===== config.mk =====
export PLATFORM = sky130hd
export DESIGN_NAME = serial_in_parallel_out_deserializer
export DESIGN_NICKNAME = d
export VERILOG_FILES = /design/src/rtl/serial_in_parallel_out_deserializer_pkg.sv /design/src/rtl/serial_in_parallel_out_deserializer_word_fifo2.sv /design/src/rtl/serial_in_parallel_out_deserializer.sv
export SDC_FILE = /design/constraint.sdc
export NUM_CORES = 1
export LEC_CHECK = 0
export BUFFER_PORTS_ARGS = -buffer_cell sky130_fd_sc_hd__buf_2
export CAP_MARGIN = 10
export CELL_PAD_IN_SITES_DETAIL_PLACEMENT = 0
export CELL_PAD_IN_SITES_GLOBAL_PLACEMENT = 2
export CORE_UTILIZATION = 37
export DETAILED_ROUTE_END_ITERATION = 8
export PLACE_DENSITY = 0.86
export SLEW_MARGIN = 20
export SYNTH_ARGS = -nofsm -noshare
export SYNTH_HDL_FRONTEND = slang
export SYNTH_SLANG_ARGS = --single-unit

===== constraint.sdc =====
create_clock -name C -period 2.85 [get_ports C]
set_clock_uncertainty 0.05 [all_clocks]
set_input_delay 0.57 -clock C [delete_from_list [all_inputs] [get_ports C]]
set_output_delay 0.57 -clock C [all_outputs]
set_load 0.02 [all_outputs]

===== src/rtl/serial_in_parallel_out_deserializer_pkg.sv =====
// Shared constants and helpers for the serial-in / parallel-out deserializer.
// Holds the default word width, the output buffer depth and a clog2 helper.
package serial_in_parallel_out_deserializer_pkg;

    localparam int DEFAULT_WIDTH = 8;
    localparam int BUF_DEPTH     = 2;

    function automatic int clog2(input int value);
        int result;
        result = 0;
        for (int i = 0; i < 32; i++) begin
            if ((1 << i) < value) begin
                result = i + 1;
            end
        end
        return result;
    endfunction

endpackage


===== src/rtl/serial_in_parallel_out_deserializer_word_fifo2.sv =====
// Purpose: two-entry word FIFO; dout always presents the head entry.
// Latency: a push into an empty FIFO is visible on dout/valid right after the edge.
// Backpressure: push while full without a pop is dropped; push+pop is accepted at any occupancy.
module word_fifo2
    import serial_in_parallel_out_deserializer_pkg::*;
#(
    parameter int WIDTH = DEFAULT_WIDTH
) (
    input  logic             C,
    input  logic             R,
    input  logic             push,
    input  logic [WIDTH-1:0] din,
    input  logic             pop,
    output logic [WIDTH-1:0] dout,
    output logic             valid,
    output logic             full
);

    logic [WIDTH-1:0] head_q, head_d;
    logic [WIDTH-1:0] tail_q, tail_d;
    logic [1:0]       count_q, count_d;
    logic             pop_ok;

    assign pop_ok = pop & (count_q != 2'd0);

    always_comb begin
        head_d  = head_q;
        tail_d  = tail_q;
        count_d = count_q;
        case (count_q)
            2'd0: begin
                if (push) begin
                    head_d  = din;
                    count_d = 2'd1;
                end
            end
            2'd1: begin
                if (push && pop_ok) begin
                    head_d = din;
                end else if (push) begin
                    tail_d  = din;
                    count_d = 2'd2;
                end else if (pop_ok) begin
                    count_d = 2'd0;
                end
            end
            2'd2: begin
                // Full: a push is only taken when the head leaves on the same edge.
                if (pop_ok) begin
                    head_d = tail_q;
                    if (push) begin
                        tail_d = din;
                    end else begin
                        count_d = 2'd1;
                    end
                end
            end
            default: begin
                count_d = 2'd0;
            end
        endcase
    end

    always_ff @(posedge C) begin
        if (R) begin
            head_q  <= '0;
            tail_q  <= '0;
            count_q <= 2'd0;
        end else begin
            head_q  <= head_d;
            tail_q  <= tail_d;
            count_q <= count_d;
        end
    end

    assign dout  = head_q;
    assign valid = (count_q != 2'd0);
    assign full  = (count_q == 2'(BUF_DEPTH));

endmodule


===== src/rtl/serial_in_parallel_out_deserializer.sv =====
// Purpose: reassembles an MSB-first, SE-qualified serial stream into WIDTH-bit words.
// Latency: word visible on DOUT/DVALID right after the edge that samples its last bit.
// Backpressure: 2-entry buffer with DVALID/DREADY; a word arriving when full is dropped and OVF sticks.
module serial_in_parallel_out_deserializer
    import serial_in_parallel_out_deserializer_pkg::*;
#(
    parameter int WIDTH = DEFAULT_WIDTH
) (
    input  logic             C,
    input  logic             R,
    input  logic             SI,
    input  logic             SE,
    input  logic             SYNC,
    output logic [WIDTH-1:0] DOUT,
    output logic             DVALID,
    input  logic             DREADY,
    output logic             BUSY,
    output logic             FERR,
    output logic             OVF
);

    localparam int             CW       = clog2(WIDTH);
    localparam logic [CW-1:0]  CNT_LAST = CW'(WIDTH - 1);
    localparam logic [CW-1:0]  CNT_ONE  = CW'(1);

    // The oldest bit is never read back once shifted past WIDTH-1 positions,
    // so only the low WIDTH-1 bits of the shift register are kept.
    logic [WIDTH-2:0] sreg_q, sreg_d;
    logic [CW-1:0]    cnt_q, cnt_d;
    logic             busy_q;
    logic             ferr_q, ferr_d;
    logic             ovf_q, ovf_d;

    logic [WIDTH-1:0] shift_word;
    logic             word_push;
    logic             fifo_full;

    assign shift_word = {sreg_q, SI};

    always_comb begin
        sreg_d    = sreg_q;
        cnt_d     = cnt_q;
        ferr_d    = 1'b0;
        word_push = 1'b0;
        if (SE) begin
            if (SYNC) begin
                // Realign: this bit is a new MSB; any partial word is abandoned.
                sreg_d    = '0;
                sreg_d[0] = SI;
                cnt_d     = CNT_ONE;
                ferr_d    = (cnt_q != '0);
            end else begin
                sreg_d = shift_word[WIDTH-2:0];
                if (cnt_q == CNT_LAST) begin
                    word_push = 1'b1;
                    cnt_d     = '0;
                end else begin
                    cnt_d = cnt_q + CNT_ONE;
                end
            end
        end
    end

    assign ovf_d = ovf_q | (word_push & fifo_full & ~DREADY);

    always_ff @(posedge C) begin
        if (R) begin
            sreg_q <= '0;
            cnt_q  <= '0;
            busy_q <= 1'b0;
            ferr_q <= 1'b0;
            ovf_q  <= 1'b0;
        end else begin
            sreg_q <= sreg_d;
            cnt_q  <= cnt_d;
            busy_q <= (cnt_d != '0);
            ferr_q <= ferr_d;
            ovf_q  <= ovf_d;
        end
    end

    word_fifo2 #(
        .WIDTH (WIDTH)
    ) u_word_fifo2 (
        .C     (C),
        .R     (R),
        .push  (word_push),
        .din   (shift_word),
        .pop   (DREADY),
        .dout  (DOUT),
        .valid (DVALID),
        .full  (fifo_full)
    );

    assign BUSY = busy_q;
    assign FERR = ferr_q;
    assign OVF  = ovf_q;

endmodule

==> results of run 1 <==
==> logic make-up (layout without fill, tap and decap cells) <==
family	count (synthesis)	count (layout)
muxes	28	28
adders and majority gates	2	2
xor gates and xnor gates	17	17
AOI/OAI and AO/OA	82	82
buffers and inverters	50	77
and+or+nand+nor	199	199
DFF	60	60
==> cell usage in the layout (no fill, tap or decap), drive strengths merged, types with 9 or more instances in the layout <==
cell,instances
inv,15
mux2i,20
xnor2,11
dfxtp,60
clkbuf,9
nand4,20
nand3,21
a21oi,19
buf,50
nand2,34
nor2,52
nor4,19
nor3,17
o21ai,16
==> power breakdown <==
group | switching (W) | total, W | internal [W]
Clock | 0.000407 | 0.000824 | 0.000418
Sequential | 0.00000502 | 0.000847 | 0.000842
Combinational | 0.0000589 | 0.0000882 | 0.0000293
Total | 0.000471 | 0.00176 | 0.00129
==> state kept, by name (all words and copies together), names as in the netlist <==
signal                cells
BUSY                      1
sreg_q                    7
cnt_q                    32
OVF                       1
FERR                      1
u_word_fifo2.tail_q       8
u_word_fifo2.dout         8
u_word_fifo2.count_q      2
==> tightest hold or removal path: cells and delay by family, from the launching register on <==
kind	cells	cell delay [ns]
AO/OA/AOI/OAI	1	0.04
flip-flops	1	0.34
AND/OR/NAND/NOR	1	0.07
==> metrics by stage <==
step	TNS [ns]	area [sq um]	total power [W]	hold slack (ns)	utilization, %
after detailed placement	0	3790	0.000954	0.419	41.2
final	0	4020	0.00176	0.433	43.7
after global placement	-0.0738	3790	0.000953	0.405	41.2
after CTS	0	4000	0.00178	0.441	43.5
after global routing	0	4020	0.00183	0.476	43.7
after floorplan	0	3490	0.000917	0.401	-
==> per-layer routing <==
metal  share of wire, %  up-vias  routed length, microns
met4                2.2        0                     222
li1                   -     1646                       -
met2                 47       84                    4690
met1                 46     1619                    4580
met3                4.2       23                     421
met5                  0        -                       0
==> worst max path at each step <==
stage / start / end / slack [ns]
2_1_floorplan: cnt_q[1] / u_word_fifo2.dout[0] / 0.51
3_3_place_gp: cnt_q[25] / BUSY / -0.07
3_5_place_dp: cnt_q[25] / BUSY / 0.003
4_1_cts: cnt_q[7] / BUSY / 0.05
5_1_grt: cnt_q[25] / BUSY / 0.005
6_report: cnt_q[25] / BUSY / 0.04
==> what timing repair did <==
action	in CTS	in global routing
hold buffers	0	0
setup endpoints to repair	1	6
hold endpoints to repair	0	0
setup buffers	0	1
gates resized for setup	1	2
pin swaps	0	1
==> final cells by class <==
type                       instances  area (sq um)  area share (%)
sequential                        60          1200            29.9
tap                              111           139            3.45
multi-input combinational        328          2110            52.3
inverter                          11          41.3            1.03
clock inverter                     7          81.3            2.02
timing repair buffer              50           330            8.21
clock buffer                       9           124            3.08
==> metrics.md, run 1 <==
| Metric | Value |
|---|---|
| Placed cell count | `558` |
| Pwr dens | `437 nW/um^2` |
| Vias per cell | `5.85` |
| Least-Margin Pin Slew | `0.515 ns` |
| Synth cell count leaders | `60 x dfxtp_1, 52 x nor2_1, 34 x nand2_1` |
| Final Cycle Share | `98.5%` |
| Mapped cell area | `3490 sq um` |
| DR pass1 iterations | `5` |
| Crit path max-delay family | `simple AND/OR/NAND/NOR gates` |
| Share of post-route cells with drive strength above 1 | `19.6%` |
| Clock transition at the registers of the reported paths | `0.08 ns` |
| Worst r2r src | `cnt_q[25]` |
| Die area | `9830 sq um` |
| Outcome | `complete, no violations` |
| Post-synth ARST share | `0%` |
| Peak VDD IR | `0.208 mV` |
| Layout filler cell count | `951` |
| Relative slew slack | `65.3%` |
| Core Area | `9200 sq um` |
| GR Util met1 | `28.6%` |
| Levels on crit path | `6` |
| Pre-CTS WS | `0.00256 ns` |
| Die W | `99.1 microns` |
| Initial DRC count | `197` |
| Post-DR wirelength/cell | `17.2 microns` |
| Clock sink total | `60` |
| Setup violators final | `0` |
| Via count of the first global-routing pass | `3261` |
| I/O Pins | `18` |
| Register area share after synthesis | `34.4%` |
| Worst r2r path cells | `6` |
| Hold Crit Start | `OVF` |
| Root Driver | `clkbuf_8` |
| Hold endpoint | `OVF` |
| Combinational family with the most area after synthesis | `simple AND/OR/NAND/NOR gates` |
| Critical Path Source Type | `register` |
| Post-synth top area share | `34.4%` |
| Detail Route Antenna Nets | `0` |
| H-tree Lvls | `3` |
| Net Count, Synth | `446` |
| DPL Wire Length | `7050 microns` |
| RSZ-0062 raised after global routing | `false` |
| Area leader, netlist | `dfxtp_1` |
| Fin crit period | `2.81 ns` |
| Xor and xnor area share after synthesis | `4.27%` |
| Post-Synth Adder-Cell Area | `0.717%` |
| Crit Path Max Fanout | `8` |
| Worst hold stages | `2` |
| Num CTS Buffers | `9` |
| Syn avg cell area | `7.97 sq um` |
| Worst path bufs/invs | `0` |
| Leading cell types by total area after synthesis | `dfxtp_1 34%, mux2i_1 5.7%, nor2_1 5.6%` |
| Mux share of post-synthesis cell area | `8.32%` |
| Met2 GRT Util | `35.7%` |
| Total track usage | `21.6%` |
| Area grow syn2layout | `15.2%` |
| Top-count cell post-synth | `dfxtp_1` |
| Worst Path Arrival | `2.97 ns` |
| Lkg Pwr | `1.48 nW` |
| CP Capture Type | `register` |
| Cell row count | `35` |
| Met3 Use GR | `3.72%` |
| Congestion Overflow GR | `0` |
| Max stage delay on crit path | `0.54 ns` |
| Ys Warns | `0` |
| Fin worst setup slack | `0.0417 ns` |
| Drt total wl | `9920 microns` |
| Final Max Slew Viols | `0` |
| Die height | `99.1 microns` |
| Vias post-DR | `3372` |
| Area fraction in compound gates after synthesis | `16.5%` |
| Final Hold Fails | `0` |
| Simple-gate share of the synthesized area | `30.1%` |
| CP Cell Sequence | `nor4_1 -> nand4_1 -> o31ai_4 -> o21ai_0 -> nor3_1 -> a41oi_2` |
| Largest net degree at the start of global routing | `28` |
| Fin cells | `576` |
| Maxcap violations | `0` |
| Initial Util | `38.0%` |
| Initial antenna violation count | `0` |
| Number of distinct library cells after synthesis | `60` |
| Worst reg2reg endpoint | `BUSY` |
| Cell count after synthesis | `438` |
| Worst path required time | `3.01 ns` |
| Buffers on Ports | `17` |
| ANT cells | `0` |
| TritonCTS clock tree | `yes` |
| Seq cells post-synth | `60` |
| Nets | `468` |
| Max stage delay cell, worst path | `o31ai_4` |
| Most common flop cell mapped by yosys | `dfxtp_1` |
| CTS Buffer Depth | `2` |
| Worst min path class | `register to register` |
| Post-synth EDFFs | `0` |
| Fmax | `356 MHz` |
| Crit Path Category | `register to register` |
| Clock latency on the worst-skew pair | `0.35 ns` |
| Grt peak-use layer | `met2` |
| Reg2reg setup slack | `0.04 ns` |
| Residual DRC | `0` |
| First-pass GRT wire length | `16700 microns` |
| GPL Wtd Cong | `0.896` |
Power figures use the tool's default switching activity.
==> run 2: changes to the inputs <==
==> constraint.sdc (replaced) <==
create_clock -name C -period 2.85 [get_ports C]
set_clock_uncertainty 0.05 [all_clocks]
set_input_delay 0.4275 -clock C [delete_from_list [all_inputs] [get_ports C]]
set_output_delay 0.4275 -clock C [all_outputs]
set_load 0.01 [all_outputs]
==> run 2 against run 1 <==
Compared with the run above: hold slack worse by 0.12 ns; cell area decreased by 1.7%; via count down 3.0%; core utilization decreased by 0.75 points; die area did not move; global-route usage decreased by 1.4 points; sequential power about the same; critical endpoint unchanged.
==> metrics.md, run 2 (synthesized netlist as in run 1, its figures left out) <==
| Metric | Value |
|---|---|
| Largest register FFs | `32 (unchanged)` |
| Clock power share | `43.8% (-3.1 points)` |
| Met3 Use GR | `3.37% (-0.35 points)` |
| Worst r2r path cells | `7 (+1)` |
| ANT cells | `0 (unchanged)` |
| Max stage delay on crit path | `0.66 ns (+0.12 ns)` |
| Reg2reg setup slack | `0.18 ns (+0.14 ns)` |
| CTS Buffer Depth | `2 (unchanged)` |
| Seq pwr share | `51.1% (+3.0 points)` |
| Commonest non-fill, non-tap cell in the layout | `dfxtp_1` |
| Layout filler cell count | `940 (-1.2%)` |
| Die area | `9830 sq um (unchanged)` |
| Clock sink total | `60 (unchanged)` |
| Sw frac | `27.8% (+1.1 points)` |
| Worst hold stages | `3 (+1)` |
| Hold endpoint | `u_word_fifo2.tail_q[0]` |
| Combinational fraction of design power | `5.1% (about the same)` |
| Hold buffers post-CTS | `0 (unchanged)` |
| Congestion Overflow GR | `0 (unchanged)` |
| Largest register by flop count | `cnt_q` |
| Critical Path Source Type | `register` |
| Residual DRC | `0 (unchanged)` |
| Setup TNS | `0 ns (unchanged)` |
| Nets | `462 (-1.3%)` |
| Worst reg2reg endpoint | `BUSY` |
| Cell row count | `35 (unchanged)` |
| Grt peak-use layer | `met2` |
| Lkg Pwr | `1.44 nW (-2.2%)` |
| Final Cycle Share | `93.8% (-4.8 points)` |
| I/O Pins | `18 (unchanged)` |
| RSZ-0062 raised after global routing | `false` |
| Die W | `99.1 microns (unchanged)` |
| Worst r2r src | `cnt_q[8]` |
| Int Power | `0.00120 W (-7.2%)` |
| Initial DRC count | `249 (+26%)` |
| Outcome | `complete, no violations` |
| Detail Route Antenna Nets | `0 (unchanged)` |
| Die height | `99.1 microns (unchanged)` |
| Share of the core filled with cells | `43.0% (-0.75 points)` |
| Worst Path Arrival | `2.88 ns (-0.09 ns)` |
| GPL Wtd Cong | `0.925 (+3.2%)` |
| Fin crit period | `2.67 ns (-0.136 ns)` |
| Area grow syn2layout | `13.3%` |
| Met2 GRT Util | `33.6% (-2.2 points)` |
| Max stage delay cell, worst path | `or4_1` |
| Drt total wl | `9580 microns (-3.4%)` |
| Least-Margin Pin Slew | `0.625 ns (+0.110 ns)` |
| Largest net degree at the start of global routing | `27 (-3.6%)` |
| Crit Path Category | `register to register` |
| Pwr dens | `419 nW/um^2 (-4.2%)` |
| TritonCTS clock tree | `yes` |
| Maxcap violations | `0 (unchanged)` |
| Clock transition at the registers of the reported paths | `0.08 ns (about the same)` |
| DPL Wire Length | `6960 microns (-1.3%)` |
| Num CTS Buffers | `9 (unchanged)` |
| Initial antenna violation count | `0 (unchanged)` |
| Buffers on Ports | `17 (unchanged)` |
| Crit Path Max Fanout | `8 (unchanged)` |
| Vias per cell | `5.74 (-1.9%)` |
| CP Capture Type | `register` |
| Root Driver | `clkbuf_8` |
| Most used cell, CP | `or4_1` |
| DR pass1 iterations | `5 (unchanged)` |
| Setup violators final | `0 (unchanged)` |
| Initial Util | `38.0% (unchanged)` |
| Vias post-DR | `3272 (-3.0%)` |
| Clock latency on the worst-skew pair | `0.35 ns (about the same)` |
| Commonest non-fill, non-tap cells in the layout | `59 x dfxtp_1, 52 x nor2_1, 34 x nand2_1, 27 x buf_4` |
| Via count of the first global-routing pass | `3008 (-7.8%)` |
| Core Area | `9200 sq um (unchanged)` |
| Post-DR wirelength/cell | `16.8 microns (-2.4%)` |
| GR Util met1 | `26.9% (-1.7 points)` |
| H-tree Lvls | `3 (unchanged)` |
| Final Hold Fails | `0 (unchanged)` |
| Peak VDD IR | `0.268 mV (+29%)` |
| Net Sw Power | `0.000461 W (-2.0%)` |
| Worst min path class | `primary input to register` |
| Fmax | `374 MHz (+5.1%)` |
| Final Max Slew Viols | `0 (unchanged)` |
| Hold Crit Start | `SI` |
| First-pass GRT wire length | `15600 microns (-6.6%)` |
| CP Cell Sequence | `nand3_4 -> or4_1 -> or4_1 -> a21oi_1 -> o41ai_1 -> buf_4 -> a41oi_2` |
| Total track usage | `20.2% (-1.4 points)` |
| Worst path required time | `3.06 ns (+0.05 ns)` |
| Relative slew slack | `58.4% (-7.0 points)` |
| Share of post-route cells with drive strength above 1 | `19.0% (-0.62 points)` |
## run 2: cell types whose count changed in the layout (fill, tap and decap cells not counted), sizes merged
cell | previous run | this run
bufinv | 1 | 0
clkinv | 1 | 3
buf | 50 | 44
inv | 15 | 14
## run 2: cell type report
type	count	area (sq um)	area share (%)
clock buffers	9	124	3.13
clock inverters	7	56.3	1.42
inverters	11	41.3	1.04
multi-input cells	328	2100	53.2
flip-flops and latches	60	1200	30.4
well taps	111	139	3.51
repair buffers	44	288	7.28
## run 2: layer usage
metal | part of all wire (%) | vias to the layer above
met3 | 3.7 | 10
met4 | 1.1 | 0
met1 | 47 | 1552
met2 | 48 | 69
met5 | 0 | -
li1 | - | 1641
## run 2: how the worst max path moves through the flow
stage / start / endpoint / slack [ns]
floorplan: cnt_q[1] / u_word_fifo2.dout[0] / 0.51
global placement: cnt_q[7] / BUSY / 0.24
detailed placement: cnt_q[25] / u_word_fifo2.dout[0] / 0.17
CTS: cnt_q[8] / BUSY / 0.15
global route: cnt_q[25] / BUSY / 0.003
finish: cnt_q[8] / BUSY / 0.18
## run 2: timing repair
item                       in CTS  in global routing
setup buffers                   0                  2
setup endpoints to repair       0                  9
resized for setup               0                  4
## run 2: power by group through the flow
stage | combinational [W] | clock (W) | sequential [W]
after floorplan | 0.0000496 | 0 | 0.000866
after global placement | 0.0000850 | 0 | 0.000866
after detailed placement | 0.0000846 | 0 | 0.000866
after CTS | 0.0000849 | 0.000746 | 0.000846
after global routing | 0.0000932 | 0.000783 | 0.000847
final | 0.0000852 | 0.000725 | 0.000847
## run 2: critical path, delay by kind of cell, from the launching register on
| family | cells | cell delay [ns] |
|---|---|---|
| simple gates | 3 | 1.37 |
| flops | 1 | 0.52 |
| compound gates | 3 | 0.49 |
| buf+inv | 1 | 0.17 |
## run 2: metrics by stage
| stage | total power [W] | instances | instance area, sq um | hold slack [ns] | worst slack, ns |
|---|---|---|---|---|---|
| final | 0.00166 | 570 | 3950 | 0.310 | 0.178 |
| after global routing | 0.00172 | 570 | 3950 | 0.315 | 0.00332 |
| after CTS | 0.00168 | 568 | 3920 | 0.312 | 0.149 |
| after detailed placement | 0.000951 | 552 | 3740 | 0.417 | 0.174 |
| after global placement | 0.000951 | 552 | 3740 | 0.399 | 0.242 |
| after floorplan | 0.000916 | 438 | 3490 | 0.401 | 0.511 |
==> run 3: changes to the inputs <==
Settings changed: PLACE_DENSITY 0.86 to 0.9.
Clock period 2.85 ns to 2.5 ns, I/O delays scaled along.
==> run 3 against run 2 <==
Compared with the run above: cell area up 5.2%; core utilization grew 2.2 points; global-route usage is 0.67 points higher; largest cell class unchanged.
==> metrics.md, run 3 (synthesized netlist as in run 1, its figures left out) <==
| Metric | Value |
|---|---|
| Outcome | `complete, no violations` |
| Root Driver | `clkbuf_8` |
| Hold Slack | `0.229 ns (-0.0809 ns)` |
| Fin crit period | `2.39 ns (-0.283 ns)` |
| Vias per cell | `5.77 (+0.55%)` |
| Least-Margin Pin Slew | `0.525 ns (-0.0997 ns)` |
| Setup TNS | `0 ns (unchanged)` |
| Peak VDD IR | `0.431 mV (+61%)` |
| Fin worst setup slack | `0.111 ns (-0.0670 ns)` |
| Clock transition at the registers of the reported paths | `0.10 ns (+0.02 ns)` |
| First-pass GRT wire length | `16100 microns (+2.8%)` |
| Clock sink total | `60 (unchanged)` |
| Relative slew slack | `64.7% (+6.3 points)` |
| Total track usage | `20.8% (+0.67 points)` |
| H-tree Lvls | `3 (unchanged)` |
| Lkg Pwr | `1.58 nW (+9.6%)` |
| Fmax | `419 MHz (+12%)` |
| Placed cell count | `572 (+3.6%)` |
| Die W | `99.1 microns (unchanged)` |
| Largest register by flop count | `cnt_q` |
| Via count of the first global-routing pass | `3217 (+6.9%)` |
| Drt total wl | `9820 microns (+2.5%)` |
| Cell row count | `35 (unchanged)` |
| Clock latency on the worst-skew pair | `0.36 ns (about the same)` |
| Pre-CTS WS | `0.00516 ns (-0.169 ns)` |
| Die area | `9830 sq um (unchanged)` |
| Vias post-DR | `3417 (+4.4%)` |
| CTS Buffer Depth | `2 (unchanged)` |
| Residual DRC | `0 (unchanged)` |
| Worst min path class | `primary input to register` |
| Detail Route Antenna Nets | `0 (unchanged)` |
| CP Capture Type | `register` |
| ANT cells | `0 (unchanged)` |
| Congestion Overflow GR | `0 (unchanged)` |
| Maxcap violations | `0 (unchanged)` |
| Commonest non-fill, non-tap cells in the layout | `56 x dfxtp_1, 52 x nor2_1, 48 x buf_4, 34 x nand2_1` |
| Num CTS Buffers | `9 (unchanged)` |
| Core Area | `9200 sq um (unchanged)` |
| Initial Util | `38.0% (unchanged)` |
| DPL Wire Length | `6910 microns (-0.70%)` |
| Share of the core filled with cells | `45.2% (+2.2 points)` |
| DR pass1 iterations | `4 (-1)` |
| Fin cells | `592 (+3.9%)` |
| Area grow syn2layout | `19.1%` |
| Crit Path Max Fanout | `8 (unchanged)` |
| Critical Path Source Type | `register` |
| Crit Path Category | `register to register` |
| Final Cycle Share | `95.6% (+1.8 points)` |
| GPL Wtd Cong | `0.870 (-5.9%)` |
| Worst path required time | `2.66 ns (-0.40 ns)` |
| Worst Path Arrival | `2.55 ns (-0.33 ns)` |
| Setup violators final | `0 (unchanged)` |
| Largest net degree at the start of global routing | `27 (unchanged)` |
| RSZ-0062 raised after global routing | `false` |
| TritonCTS clock tree | `yes` |
| Nets | `484 (+4.8%)` |
| Post-DR wirelength/cell | `16.6 microns (-1.3%)` |
| Hold buffers post-CTS | `0 (unchanged)` |
| Buffers on Ports | `17 (unchanged)` |
| Share of post-route cells with drive strength above 1 | `23.7% (+4.7 points)` |
| I/O Pins | `18 (unchanged)` |
| Initial antenna violation count | `0 (unchanged)` |
| Final Hold Fails | `0 (unchanged)` |
| Commonest non-fill, non-tap cell in the layout | `dfxtp_1` |
| Initial DRC count | `250 (+0.40%)` |
| Final Max Slew Viols | `0 (unchanged)` |
| Die height | `99.1 microns (unchanged)` |
| Pwr dens | `459 nW/um^2 (+9.5%)` |
| Largest register FFs | `32 (unchanged)` |
[run 3: metal layers]
layer  GRT usage (%)  wire length (microns)  vias up
met5               0                      0        -
met4            8.60                    181        0
met3            4.08                    363       14
met2            34.3                   4560       73
met1            26.8                   4710     1645
li1                -                      -     1685
[run 3: path summary, 6_finish.rpt]
kind / startpoint / to / slack, ns / cells after the start
setup / recovery: cnt_q[7] / BUSY / 0.11 / 7
hold reg to reg: OVF / OVF / 0.43 / 2
setup reg to reg: cnt_q[7] / BUSY / 0.11 / 7
hold / removal: SI / sreg_q[0] / 0.23 / 3
[run 3: stage by stage]
step,area [sq um],power (W)
CTS,4100,0.00192
global route,4160,0.00198
global placement,3910,0.00109
detailed placement,3910,0.00109
finish,4160,0.00191
floorplan,3490,0.00104
[run 3: report_power, final]
part / internal [W] / total, W / switching (W)
clock: 0.000372 / 0.000842 / 0.000471
combinational: 0.0000345 / 0.000103 / 0.0000682
sequential: 0.000960 / 0.000963 / 0.00000333
total: 0.00137 / 0.00191 / 0.000542
[run 3: worst max-delay path, stage by stage, from the launching register on]
cell and delay, ns:
dfxtp_1 0.45, nand3_4 0.15, or3_1 0.45, buf_4 0.17
nor4_1 0.33, a21oi_1 0.09, o41ai_2 0.41, a41oi_2 0.15
[run 3: final cells by class]
cell class                 instances  area (sq um)
multi-input combinational        328          2130
timing repair buffer              66           465
fill                             909          5040
clock buffer                       9           124
tap                              111           139
inverter                          11          41.3
clock inverter                     7          55.1
sequential                        60          1210
[run 3: timing repair]
action                                  CTS  global route
setup buffers                             0             4
gates cloned                              0             0
endpoints found under the setup margin    1            34
gates resized for setup                   2             8
pin swaps                                 0             3
